--- config.mk ---
export PLATFORM = sky130hd
export DESIGN_NAME = hazard_stall_ctrl
export DESIGN_NICKNAME = d
export VERILOG_FILES = /design/src/rtl/hazard_stall_ctrl.sv
export SDC_FILE = /design/constraint.sdc
export NUM_CORES = 1
export LEC_CHECK = 0
export ABC_AREA = 1
export CORE_MARGIN = 4
export CORE_UTILIZATION = 40
export CTS_CLUSTER_SIZE = 30
export DETAILED_ROUTE_END_ITERATION = 7
export PLACE_DENSITY = 0.69
export SYNTH_ARGS = -nofsm -noshare
export SYNTH_HDL_FRONTEND = slang
export SYNTH_SLANG_ARGS = --single-unit
--- constraint.sdc ---
create_clock -name clk -period 5.1 [get_ports clk]
set_input_delay 1.53 -clock clk [delete_from_list [all_inputs] [get_ports clk]]
set_output_delay 1.53 -clock clk [all_outputs]
set_load 0.005 [all_outputs]
--- src/rtl/hazard_stall_ctrl.sv ---
// Hazard and sequencing controller for the 5-stage MIPS pipeline: load-use stalls,
// taken-branch flushes, MULT/DIV occupancy tracking and a saturating stall-cycle counter.
module hazard_stall_ctrl #(
   parameter int unsigned MULT_CYCLES = 4,
   parameter int unsigned DIV_CYCLES  = 32
) (
   input  logic        clk,
   input  logic        rst,
   input  logic [4:0]  IF_ID_RegRs,
   input  logic [4:0]  IF_ID_RegRt,
   input  logic        IF_ID_UsesRt,
   input  logic [4:0]  ID_EX_RegRt,
   input  logic        ID_EX_MemRead,
   input  logic        EX_BranchTaken,
   input  logic        EX_MulDivStart,
   input  logic        EX_IsDiv,
   input  logic        ID_ReadsHiLo,
   input  logic        ID_IsMulDiv,
   output logic        PCWrite,
   output logic        IF_ID_Write,
   output logic        ID_EX_Bubble,
   output logic        IF_ID_Flush,
   output logic        MulDivBusy,
   output logic        MulDivDone,
   output logic [15:0] StallCycles
);

   typedef enum logic {
      RUN     = 1'b0,
      MD_BUSY = 1'b1
   } state_e;

   localparam logic [5:0]  MULT_LOAD = 6'(MULT_CYCLES - 1);
   localparam logic [5:0]  DIV_LOAD  = 6'(DIV_CYCLES - 1);
   localparam logic [15:0] STALL_MAX = 16'hFFFF;

   state_e      state_q, state_d;
   logic [5:0]  cnt_q, cnt_d;
   logic [15:0] stall_cnt_q, stall_cnt_d;

   logic load_use;
   logic md_hold;
   logic stall;
   logic md_done;

   // Register zero is hardwired, so a load targeting it never creates a dependency.
   assign load_use = ID_EX_MemRead && (ID_EX_RegRt != 5'd0) &&
                     ((ID_EX_RegRt == IF_ID_RegRs) ||
                      (IF_ID_UsesRt && (ID_EX_RegRt == IF_ID_RegRt)));

   assign md_hold = (state_q == MD_BUSY) && (ID_ReadsHiLo || ID_IsMulDiv);

   // A taken branch squashes the ID instruction, so any stall it caused is moot.
   assign stall = (load_use || md_hold) && !EX_BranchTaken;

   assign PCWrite      = !stall;
   assign IF_ID_Write  = !stall;
   assign ID_EX_Bubble = stall || EX_BranchTaken;
   assign IF_ID_Flush  = EX_BranchTaken;
   assign MulDivBusy   = (state_q == MD_BUSY);
   assign MulDivDone   = md_done;
   assign StallCycles  = stall_cnt_q;

   always_comb begin
      // NOTE: every variable gets a default before the case so no path infers a latch.
      state_d = state_q;
      cnt_d   = cnt_q;
      md_done = 1'b0;
      unique case (state_q)
         RUN: begin
            // The MULT/DIV in EX is older than any branch beside it, so it always issues.
            if (EX_MulDivStart) begin
               state_d = MD_BUSY;
               cnt_d   = EX_IsDiv ? DIV_LOAD : MULT_LOAD;
            end
         end
         MD_BUSY: begin
            if (cnt_q == 6'd0) begin
               md_done = 1'b1;
               state_d = RUN;
            end else begin
               cnt_d = cnt_q - 6'd1;
            end
         end
         default: begin
            state_d = RUN;
            cnt_d   = 6'd0;
         end
      endcase
   end

   assign stall_cnt_d = (stall && (stall_cnt_q != STALL_MAX)) ? stall_cnt_q + 16'd1
                                                              : stall_cnt_q;

   always_ff @(posedge clk or posedge rst) begin
      // NOTE: non-blocking assignments so every register samples pre-edge values.
      if (rst) begin
         state_q     <= RUN;
         cnt_q       <= 6'd0;
         stall_cnt_q <= 16'd0;
      end else begin
         state_q     <= state_d;
         cnt_q       <= cnt_d;
         stall_cnt_q <= stall_cnt_d;
      end
   end

endmodule
==> metrics.md <==
| Metric | Value |
|---|---|
| Port bufs | `45` |
| Max H-tree Level | `1` |
| WL per Instance | `11.5 µm` |
| Reg-to-reg critical path endpoint | `StallCycles[4]$_DFFE_PP0P_` |
| Arr. time, crit path | `~3.2 ns` |
| DRT Pass-1 Iters | `4` |
| Most frequent CP cell | `nand2_1` |
| Kind of critical path | `primary input to output port` |
| Tot Pwr | `0.000672 W` |
| Synth Instances | `around 250` |
| Crit. End Element | `output port` |
| Total track usage | `0.159` |
| Die Span Y | `72.2 µm` |
| Yosys top cell area share | `0.349` |
| Vias in the first global route | `1,500` |
| Count of final setup violators | `0` |
| VDD IR max | `between 0.2 and 0.25 mV` |
| Slowest-stage cell, CP | `clkdlybuf4s50_1` |
| Clock power share | `0.171` |
| Cell Count, Final, Fillers Out | `342` |
| Cell leakage power | `approximately 1.1 nW` |
| Unrepaired setup endpoints after global routing | `false` |
| Synth top area cells | `dfrtp_1, nand2_1, inv_1` |
| Clk sink count | `23` |
| Fmax | `about 0.21 GHz` |
| Filler Cell Count | `421` |
| CTS max path bufs | `2` |
| Worst R2R Start | `StallCycles[0]$_DFFE_PP0P_` |
| First-pass GRT wire length | `around 6700 µm` |
| Critical Path Source | `ID_EX_RegRt[4]` |
| DPL Wire Length | `slightly above 3000 µm` |
| Fin crit period | `4.73 ns` |
| Cell count after placement | `about 340` |
| Total wire length | `3930 µm` |
| Number of diodes | `0` |
| Combinational power share | `0.423` |
| P_sw | `between 0.0002 and 0.0003 W` |
| Final Skew | `0.00267 ns` |
| Clk root buf | `clkbuf_8` |
| Starting Density | `0.412` |
| Sequential share of the synthesized area | `0.349` |
| Largest net degree at the start of global routing | `24` |
| CP cell instances | `clkdlybuf4s50_1 -> inv_1 -> nand2_1 -> nand2_1 -> nor2_1 -> nand3_1 -> nand2_1 -> nand2_1 -> nand2_2 -> nand2_1 -> clkdlybuf4s50_1` |
| Final Cycle Share | `0.927` |
| Mapped Area | `roughly 1600 µm²` |
| DRC violations left | `0` |
| Critical Path Stages | `11` |
| Cts hold-fix bufs | `0` |
| Layout cell share with drive strength beyond 1 | `0.0582` |
| Type of the tightest min-delay check | `flip-flop to flip-flop` |
| Setup crit end | `IF_ID_Write` |
| Row count | `23` |
| Sequential Power Share | `0.406` |
| Yosys warning total | `0` |
| Synth Area per Inst | `~6.6 µm²` |
| Synth area leader | `dfrtp_1` |
| Final hold violations | `0` |
| Switch share | `0.383` |
| Area of the multi-input gates | `a little under 900 µm²` |
| Post-CTS setup buffer count | `0` |
| #FFs+latches synth | `23` |
| DR vias | `between 1,500 and 2,000` |
| R2R depth | `9` |
| Worst-path fanout max | `4` |
| Worst-path clk slew | `around 0.080 ns` |
| Post-CTS Resized | `0` |
| Die width | `a little over 70 µm` |
| Cell Int Power | `0.000415 W` |
| Delay of the slowest critical-path stage | `roughly 0.55 ns` |
| CP delay by family, top | `buffers and inverters` |
| Area Overhead vs Synth | `31.7%` |
| CP Buf/Inv Count | `3` |
| GP Congestion | `0.824` |
| CTS tree | `built` |
| Antenna viol nets, final | `0` |
| Synth cell types | `26` |
| Tightest Pin Transition | `0.891 ns` |
| Max-slew headroom | `0.406` |
| Cts bufs inserted | `3` |
| Top Ports | `46` |
| Final #Nets | `around 320` |
| GRT overflow | `0` |
| Clock Latency Late Sink | `~0.27 ns` |
| Reg2reg setup slack | `3.33 ns` |
| Iter 0 DRT Violations | `95` |
| Final setup TNS | `0 ns` |
| Vias per inst | `approximately 4.8` |
| CP startpoint kind | `primary input` |
| Max-cap violations | `0` |
| Fin. max-slew vios | `0` |
| Status | `completed` |
| FF/Latch Area | `between 500 and 600 µm²` |
| Required time of the worst setup path | `roughly 3.6 ns` |
| Post-synth net total | `between 200 and 300` |
| Die area | `5210 µm²` |
| P per Cell Area | `between 300 and 400 nW/µm²` |
| Core Area | `4000 µm²` |
| Initial antenna violation count | `0` |
==> cells by family after synthesis <==
group | after synthesis | synth area share
adders and majority gates | 2 | 0.0152
DFF | 23 | 0.349
xor gates and xnor gates | 11 | 0.0584
AOI/OAI and AO/OA | 11 | 0.0357
and+or+nand+nor | 153 | 0.417
buffers and inverters | 49 | 0.124
==> worst min-delay path by stage <==
stage | start | end | slack (ns) | cells past startpoint
6_report | StallCycles[15]$_DFFE_PP0P_ | StallCycles[15]$_DFFE_PP0P_ | 0.53 | 2
5_1_grt | StallCycles[14]$_DFFE_PP0P_ | StallCycles[14]$_DFFE_PP0P_ | 0.57 | 2
4_1_cts | StallCycles[15]$_DFFE_PP0P_ | StallCycles[15]$_DFFE_PP0P_ | 0.54 | 2
3_5_place_dp | StallCycles[15]$_DFFE_PP0P_ | StallCycles[15]$_DFFE_PP0P_ | 0.52 | 2
3_3_place_gp | StallCycles[15]$_DFFE_PP0P_ | StallCycles[15]$_DFFE_PP0P_ | 0.51 | 2
2_1_floorplan | cnt_q[1]$_DFFE_PP0P_ | cnt_q[1]$_DFFE_PP0P_ | 0.49 | 2
==> cell usage in the layout, fill, tap and decap left out, types with 3 or more instances in the layout <==
master and count:
dfrtp_1 23, nand2_1 85, clkdlybuf4s50_1 45, inv_1 38, nor3_1 5, nand3_1 16, nor2_1 20, a21oi_1 4
xor2_1 8, clkbuf_8 3, inv_2 3, o21ai_0 5, xnor2_1 3, nand4_1 18
==> layer usage <==
layer  vias up  global-route usage  part of all wire
li1        866                   -                 -
met1       746               0.197              0.45
met2        23               0.288              0.51
met3         2              0.0346             0.037
met4         0              0.0251            0.0048
met5         -                   0                 0
==> registers in the layout, indices dropped and copies added (netlist names) <==
signal	flops
MulDivBusy	1
cnt_q	6
StallCycles	16
==> synth_stat cells (all sizes together) <==
cell,number
dfrtp,23
buf,7
xnor2,3
nor3,5
a31oi,1
inv,41
nand3,18
nor3b,1
ha,2
nor2,23
o21ai,5
a211oi,1
nand4,19
clkbuf,1
xor2,8
a21oi,4
nand2,87
==> power by group through the flow <==
| stage | Combinational [W] | Sequential, W | Clock, W |
|---|---|---|---|
| after global routing | 0.000327 | 0.000281 | 0.000127 |
| after global placement | 0.000277 | 0.000275 | 0 |
| after detailed placement | 0.000289 | 0.000276 | 0 |
| final | 0.000284 | 0.000273 | 0.000115 |
| after CTS | 0.000288 | 0.000273 | 0.000121 |
| after floorplan | 0.000184 | 0.000268 | 0 |
==> worst register-to-register path, cell delays in order, from the launching register on <==
cell and delay [ns]:
dfrtp_1 0.44, ha_1 0.25, nand3_2 0.13, nor2_4 0.05
nand4_2 0.09, nor2_2 0.05, inv_2 0.18, nand3_2 0.27
nand2_1 0.14, nand2_1 0.06
==> layout make-up <==
class / instances / area share
clock buffers: 3 / 0.0190
clock inverters: 1 / 0.00230
inverters: 41 / 0.0709
multi-input cells: 177 / 0.400
flip-flops and latches: 23 / 0.265
well taps: 50 / 0.0288
repair buffers: 47 / 0.214
==> metrics by stage <==
stage / cell area [µm²] / worst slack [ns] / utilization / hold WS (ns)
final: 2170 / 0.372 / 0.543 / 0.528
after global routing: 2170 / 0.242 / 0.543 / 0.572
after CTS: 2170 / 0.388 / 0.543 / 0.538
after detailed placement: 2130 / 0.390 / 0.531 / 0.517
after global placement: 2130 / 0.418 / 0.531 / 0.513
after floorplan: 1650 / 1.14 / - / 0.495
Power figures use the tool's default switching activity.
